$ cat config.mk
export PLATFORM = sky130hd
export DESIGN_NAME = vga_display_core_flat
export DESIGN_NICKNAME = d
export VERILOG_FILES = /design/src/rtl/vga_display_if.sv /design/src/rtl/vga_display_core.sv /design/src/flat_wrapper.sv
export SDC_FILE = /design/constraint.sdc
export NUM_CORES = 1
export LEC_CHECK = 0
export BUFFER_PORTS_ARGS = -buffer_cell sky130_fd_sc_hd__clkbuf_2
export CORE_MARGIN = 2
export CORE_UTILIZATION = 52
export DETAILED_ROUTE_END_ITERATION = 7
export GPL_TIMING_DRIVEN = 0
export PLACE_DENSITY_LB_ADDON = 0.12
export SETUP_SLACK_MARGIN = 0.4
export SLEW_MARGIN = 20
export SYNTH_ARGS = -nofsm -noshare
export SYNTH_HDL_FRONTEND = slang
export SYNTH_SLANG_ARGS = --single-unit
$ cat constraint.sdc
create_clock -name clk -period 2.6 [get_ports clk]
set_clock_uncertainty 0.2 [all_clocks]
set_input_delay 0.26 -clock clk [delete_from_list [all_inputs] [get_ports clk]]
set_output_delay 0.26 -clock clk [all_outputs]
set_load 0.01 [all_outputs]
$ cat src/rtl/vga_display_if.sv
// Video timing bundle between the display core and its renderer/sink.
//   master : display core side (drives coordinates, strobes, syncs and colour)
//   slave  : renderer/sink side (drives en and per-pixel colour for x, y)
interface vga_display_if #(
  parameter int unsigned COLOR_W = 3,
  parameter int unsigned COORD_W = 11
);
  logic               en;
  logic [COLOR_W-1:0] pix_r;
  logic [COLOR_W-1:0] pix_g;
  logic [COLOR_W-1:0] pix_b;
  logic [COORD_W-1:0] x;
  logic [COORD_W-1:0] y;
  logic               pix_valid;
  logic               pix_ce;
  logic               hs;
  logic               vs;
  logic [COLOR_W-1:0] r;
  logic [COLOR_W-1:0] g;
  logic [COLOR_W-1:0] b;
  logic               line_start;
  logic               frame_start;

  modport master (
    input  en, pix_r, pix_g, pix_b,
    output x, y, pix_valid, pix_ce, hs, vs, r, g, b, line_start, frame_start
  );

  modport slave (
    output en, pix_r, pix_g, pix_b,
    input  x, y, pix_valid, pix_ce, hs, vs, r, g, b, line_start, frame_start
  );
endinterface

$ cat src/rtl/vga_display_core.sv
// VGA timing generator with a one-pixel registered colour/sync pipeline.
// Ports:
//   clk  - system clock, rising edge
//   rst  - synchronous active-low reset
//   vid  - vga_display_if.master: en and pix_r/g/b in; x, y, pix_valid, pix_ce,
//          hs, vs, r, g, b, line_start, frame_start out
// The display turns on/off only at frame end; counters and syncs always run.
module vga_display_core #(
  parameter int unsigned CLK_DIV  = 2,
  parameter int unsigned H_ACTIVE = 640,
  parameter int unsigned H_FP     = 16,
  parameter int unsigned H_SYNC   = 96,
  parameter int unsigned H_BP     = 48,
  parameter int unsigned V_ACTIVE = 480,
  parameter int unsigned V_FP     = 10,
  parameter int unsigned V_SYNC   = 2,
  parameter int unsigned V_BP     = 33,
  parameter bit          HS_POL   = 1'b0,
  parameter bit          VS_POL   = 1'b0,
  parameter int unsigned COLOR_W  = 3,
  parameter int unsigned COORD_W  = 11
) (
  input logic           clk,
  input logic           rst,
  vga_display_if.master vid
);

  localparam int unsigned H_TOTAL = H_ACTIVE + H_FP + H_SYNC + H_BP;
  localparam int unsigned V_TOTAL = V_ACTIVE + V_FP + V_SYNC + V_BP;
  localparam int unsigned DIV_W   = (CLK_DIV > 1) ? $clog2(CLK_DIV) : 1;

  localparam logic [DIV_W-1:0]   DIV_LAST = DIV_W'(CLK_DIV - 1);
  localparam logic [COORD_W-1:0] H_LAST   = COORD_W'(H_TOTAL - 1);
  localparam logic [COORD_W-1:0] V_LAST   = COORD_W'(V_TOTAL - 1);
  localparam logic [COORD_W-1:0] H_ACT    = COORD_W'(H_ACTIVE);
  localparam logic [COORD_W-1:0] V_ACT    = COORD_W'(V_ACTIVE);
  localparam logic [COORD_W-1:0] HS_BEG   = COORD_W'(H_ACTIVE + H_FP);
  localparam logic [COORD_W-1:0] HS_END   = COORD_W'(H_ACTIVE + H_FP + H_SYNC);
  localparam logic [COORD_W-1:0] VS_BEG   = COORD_W'(V_ACTIVE + V_FP);
  localparam logic [COORD_W-1:0] VS_END   = COORD_W'(V_ACTIVE + V_FP + V_SYNC);

  typedef enum logic {StOff, StOn} state_e;

  logic [DIV_W-1:0]   divQ, divD;
  logic               pixCeQ;
  logic [COORD_W-1:0] hcQ, hcD;
  logic [COORD_W-1:0] vcQ, vcD;
  state_e             stateQ, stateD;
  logic [COLOR_W-1:0] rQ, gQ, bQ;
  logic               hsQ, vsQ;
  logic               lineEnd, frameEnd, active, pixValid, hSync, vSync;

  always_comb begin
    divD     = (divQ == DIV_LAST) ? '0 : divQ + DIV_W'(1);
    lineEnd  = pixCeQ && (hcQ == H_LAST);
    frameEnd = lineEnd && (vcQ == V_LAST);
    hcD      = hcQ;
    vcD      = vcQ;
    stateD   = stateQ;
    if (pixCeQ) begin
      hcD = (hcQ == H_LAST) ? '0 : hcQ + COORD_W'(1);
    end
    if (lineEnd) begin
      vcD = (vcQ == V_LAST) ? '0 : vcQ + COORD_W'(1);
    end
    // en is only looked at on the last pixel strobe of a frame.
    if (frameEnd) begin
      stateD = vid.en ? StOn : StOff;
    end
    active   = (hcQ < H_ACT) && (vcQ < V_ACT);
    pixValid = (stateQ == StOn) && active;
    hSync    = (hcQ >= HS_BEG) && (hcQ < HS_END);
    vSync    = (vcQ >= VS_BEG) && (vcQ < VS_END);
  end

  always_ff @(posedge clk) begin
    if (!rst) begin
      divQ   <= '0;
      pixCeQ <= 1'b0;
      hcQ    <= '0;
      vcQ    <= '0;
      stateQ <= StOff;
      rQ     <= '0;
      gQ     <= '0;
      bQ     <= '0;
      hsQ    <= ~HS_POL;
      vsQ    <= ~VS_POL;
    end else begin
      divQ   <= divD;
      // Registered strobe: first pix_ce lands CLK_DIV clocks after release,
      // and stays high permanently when CLK_DIV is 1.
      pixCeQ <= (divQ == DIV_LAST);
      hcQ    <= hcD;
      vcQ    <= vcD;
      stateQ <= stateD;
      if (pixCeQ) begin
        rQ  <= pixValid ? vid.pix_r : '0;
        gQ  <= pixValid ? vid.pix_g : '0;
        bQ  <= pixValid ? vid.pix_b : '0;
        hsQ <= ~(hSync ^ HS_POL);
        vsQ <= ~(vSync ^ VS_POL);
      end
    end
  end

  assign vid.x           = active ? hcQ : '0;
  assign vid.y           = active ? vcQ : '0;
  assign vid.pix_valid   = pixValid;
  assign vid.pix_ce      = pixCeQ;
  assign vid.hs          = hsQ;
  assign vid.vs          = vsQ;
  assign vid.r           = rQ;
  assign vid.g           = gQ;
  assign vid.b           = bQ;
  assign vid.line_start  = pixCeQ && (hcQ == '0);
  assign vid.frame_start = pixCeQ && (hcQ == '0) && (vcQ == '0);

endmodule

$ cat src/flat_wrapper.sv
// flat-port wrapper written by rule: the top's interface ports become plain ports
module vga_display_core_flat 
#(
  parameter int unsigned CLK_DIV  = 2,
  parameter int unsigned H_ACTIVE = 640,
  parameter int unsigned H_FP     = 16,
  parameter int unsigned H_SYNC   = 96,
  parameter int unsigned H_BP     = 48,
  parameter int unsigned V_ACTIVE = 480,
  parameter int unsigned V_FP     = 10,
  parameter int unsigned V_SYNC   = 2,
  parameter int unsigned V_BP     = 33,
  parameter bit          HS_POL   = 1'b0,
  parameter bit          VS_POL   = 1'b0,
  parameter int unsigned COLOR_W  = 3,
  parameter int unsigned COORD_W  = 11
)
  (clk, rst, vid_en, vid_pix_r, vid_pix_g, vid_pix_b, vid_x, vid_y, vid_pix_valid, vid_pix_ce, vid_hs, vid_vs, vid_r, vid_g, vid_b, vid_line_start, vid_frame_start);
  vga_display_if #(.COLOR_W(COLOR_W), .COORD_W(COORD_W)) vid_i ();
  input logic clk;
  input logic rst;
  input wire logic [$bits(vid_i.en)-1:0] vid_en;
  input wire logic [$bits(vid_i.pix_r)-1:0] vid_pix_r;
  input wire logic [$bits(vid_i.pix_g)-1:0] vid_pix_g;
  input wire logic [$bits(vid_i.pix_b)-1:0] vid_pix_b;
  output wire logic [$bits(vid_i.x)-1:0] vid_x;
  output wire logic [$bits(vid_i.y)-1:0] vid_y;
  output wire logic [$bits(vid_i.pix_valid)-1:0] vid_pix_valid;
  output wire logic [$bits(vid_i.pix_ce)-1:0] vid_pix_ce;
  output wire logic [$bits(vid_i.hs)-1:0] vid_hs;
  output wire logic [$bits(vid_i.vs)-1:0] vid_vs;
  output wire logic [$bits(vid_i.r)-1:0] vid_r;
  output wire logic [$bits(vid_i.g)-1:0] vid_g;
  output wire logic [$bits(vid_i.b)-1:0] vid_b;
  output wire logic [$bits(vid_i.line_start)-1:0] vid_line_start;
  output wire logic [$bits(vid_i.frame_start)-1:0] vid_frame_start;
  assign vid_i.en = vid_en;
  assign vid_i.pix_r = vid_pix_r;
  assign vid_i.pix_g = vid_pix_g;
  assign vid_i.pix_b = vid_pix_b;
  assign vid_x = vid_i.x;
  assign vid_y = vid_i.y;
  assign vid_pix_valid = vid_i.pix_valid;
  assign vid_pix_ce = vid_i.pix_ce;
  assign vid_hs = vid_i.hs;
  assign vid_vs = vid_i.vs;
  assign vid_r = vid_i.r;
  assign vid_g = vid_i.g;
  assign vid_b = vid_i.b;
  assign vid_line_start = vid_i.line_start;
  assign vid_frame_start = vid_i.frame_start;
  vga_display_core #(.CLK_DIV(CLK_DIV), .H_ACTIVE(H_ACTIVE), .H_FP(H_FP), .H_SYNC(H_SYNC), .H_BP(H_BP), .V_ACTIVE(V_ACTIVE), .V_FP(V_FP), .V_SYNC(V_SYNC), .V_BP(V_BP), .HS_POL(HS_POL), .VS_POL(VS_POL), .COLOR_W(COLOR_W), .COORD_W(COORD_W)) u_core (.clk(clk), .rst(rst), .vid(vid_i));
endmodule
==> run metrics <==
outcome=finished, final reports clean; Max Root-Sink Buffers=2; post-place setup slack=236.7 ps; Setup WS post-layout=407.8 ps; worst r2r src=u_core.hcQ[0]$_SDFFE_PN0P_; DIE HEIGHT=64.48 um; maximum VDD drop=0.3308 mV; area growth from synthesis to final layout=31.38%; DRT iter0 DRCs=109; Mapped Cells=233; reg2reg path depth=8; critical path arrival=1730 ps; Min-Delay Path Class=input port to flip-flop; first-pass GRT wire length=7866 um; TritonCTS clock tree=done; Ports=49; CTS clk-pin slew, worst paths=100 ps; Tot GR Track Use=24.09%; Total Power=956.6 uW; post-synthesis cell type count=38; Post-Syn Area=1902 um2; RSZ-0062 raised after global routing=true; hold_ws=17.64 ps; share of cells above drive strength 1=30.23%; vias post-DR=1886; Async SR Flop Fraction=0%; Remaining DRCs=0; Hold Startpoint=vid_en; Yosys top cell area share=37.89%; number of placement rows=21; layout net count=318; ys flop type=dfxtp_1; worst reg-to-reg setup slack=460 ps; DR pass1 iterations=6; Crit Path Max Fanout=10; Port Buffer Count=45; CTS H-tree lvls=2; max-slew violations=0; Worst R2R End=u_core.vcQ[10]$_SDFFE_PN0P_; initial core utilization=55.68%; core area=3416 um2; vias in the first global route=1761; initial antenna violation count=0; part of the Yosys area used for sequential elements=37.89%; clk root buf=clkbuf_4; yosys warns=0; Final Hold Fails=0; number of synthesized flops with an enable pin=0; crit path capture type=primary output; pin count of the biggest net entering global routing=11; DIE AREA=4157 um2; Static Leak=1.066 nW; Crit Path Class=flip-flop to primary output; area leader, netlist=dfxtp_1; top cells by area, synth=dfxtp_1 38%, and2_1 6.9%, nor2_1 5.5%; Via density=5.435; Max Clk Rate=456.2 MHz; n_diodes=0; Synth Area per Inst=8.162 um2; Setup TNS=0 ps; Post-DP HPWL=3152 um; pwr dens=382.8 nW/um2; flops & latches, synth=36; routed len/inst=13.52 um; Detail Route Antenna Nets=0; final weighted congestion in routability-driven placement=0.8948; Final min period=2192 ps; CP required=2140 ps; wirelength, routed=4690 um; Tcrit/Tclk final=84.32%; clk sinks=36; maxcap violations=0; Hold Crit Depth=4; critical path launch point type=flip-flop; die width=64.48 um; hold path endpoint=u_core.stateQ$_SDFFE_PN0P_; total grt overflow=0; setup violators final=0; worst skew pair latency=340 ps; TritonCTS Buffers=5
cell type report:
| cell class | count | area, um2 |
|---|---|---|
| fill | 272 | 917.1 |
| buffer | 18 | 115.1 |
| sequential | 36 | 730.7 |
| timing repair buffer | 59 | 355.3 |
| inverter | 7 | 26.28 |
| clock buffer | 7 | 65.06 |
| tap | 46 | 57.56 |
| multi-input combinational | 174 | 1149 |
worst max-delay path: stages, from the launching register on:
cell and delay [ps]:
dfxtp_1 330, clkbuf_4 190, nor4_4 260, and3_1 230
nor4bb_4 210, buf_2 170
kinds of logic after synthesis:
group | count (synthesis) | share of synthesized area (%)
other | 1 | 0.1972
AOI/OAI and AO/OA | 34 | 9.935
buffers and inverters | 25 | 6.579
muxes | 1 | 0.5263
and+or+nand+nor | 120 | 36.51
adders and majority gates | 5 | 3.289
xor gates and xnor gates | 11 | 5.066
DFF | 36 | 37.89
layer usage:
layer  track usage, %  wire length (um)  up-vias
met4            8.511                68        0
met1            30.31              2152      894
met5                0                 0        -
met2            39.58              2173       58
met3            6.771               295        7
li1                 -                 -      927
worst max-delay path by stage:
stage,start,endpoint,slack [ps],depth (start not counted)
6_report,u_core.hcQ[4]$_SDFFE_PN0P_,vid_frame_start,410,5
5_1_grt,u_core.hcQ[4]$_SDFFE_PN0P_,vid_frame_start,300,5
4_1_cts,u_core.vcQ[1]$_SDFFE_PN0P_,vid_frame_start,400,6
3_5_place_dp,u_core.hcQ[7]$_SDFFE_PN0P_,vid_pix_valid,240,7
3_3_place_gp,u_core.hcQ[7]$_SDFFE_PN0P_,vid_pix_valid,320,7
2_1_floorplan,u_core.hcQ[0]$_SDFFE_PN0P_,u_core.vcQ[10]$_SDFFE_PN0P_,680,8
cells in the mapped netlist, types with 6 or more instances:
cell	n
inv_1	7
nor2_1	28
or3_1	6
dfxtp_1	36
a21oi_1	20
nor2b_1	10
nor3_1	8
o21ai_0	8
nand4_1	7
clkbuf_1	7
and2_1	21
nand2_1	11
xnor2_1	6
nand3_1	6
power breakdown:
part	internal (mW)	leakage, nW	switching (mW)
registers	0.555	0.295	0.00270
clock network	0.153	0.0374	0.180
logic	0.0338	0.734	0.0323
timing repair:
action                                  4_1_cts  5_1_grt
endpoints found under the setup margin       17       36
pin swaps                                     3        2
setup buffers                                 2        2
hold buffers                                 10        0
resized for setup                            17       16
hold endpoints to repair                     11        0
through the flow:
step / utilization [%] / std cells / cell area (um2)
floorplan: - / 235 / 1909
global placement: 64.18 / 326 / 2192
detailed placement: 64.18 / 326 / 2192
CTS: 71.14 / 345 / 2430
global route: 73.15 / 347 / 2499
finish: 73.15 / 347 / 2499
sequential cells by signal (all words and copies together), names as in the netlist:
signal             cells
u_core.vid.vs          1
u_core.vid.b           3
u_core.vid.pix_ce      1
u_core.vid.hs          1
u_core.vcQ            11
u_core.stateQ          1
u_core.divQ            1
u_core.hcQ            11
u_core.vid.g           3
u_core.vid.r           3
cells in the final DEF (no fill, tap or decap), types with 2 or more instances in the layout:
cell           netlist  layout
clkbuf_2             0      44
dfxtp_1             36      28
nor2_1              28      27
and2_1              21      21
a21oi_1             20      20
dlygate4sd3_1        0      10
buf_4                5       9
nand2_1             11       9
nor2b_1             10       9
dfxtp_2              0       8
clkbuf_4             0       7
nor3_1               8       7
nand4_1              7       7
o21ai_0              8       7
inv_1                7       6
nand3_1              6       6
xnor2_1              6       6
or3_1                6       6
and4_1               5       5
clkbuf_1             7       5
xor2_1               5       5
ha_1                 5       5
buf_2                4       4
clkbuf_8             0       3
and3_1               3       3
or4_1                3       3
conb_1               1       3
o21ai_4              0       2
nand2_2              0       2
nor4_4               1       2
nor3b_1              3       2
and4b_1              2       2
o31ai_1              3       2
No activity file was read; power rests on OpenSTA's default activity.
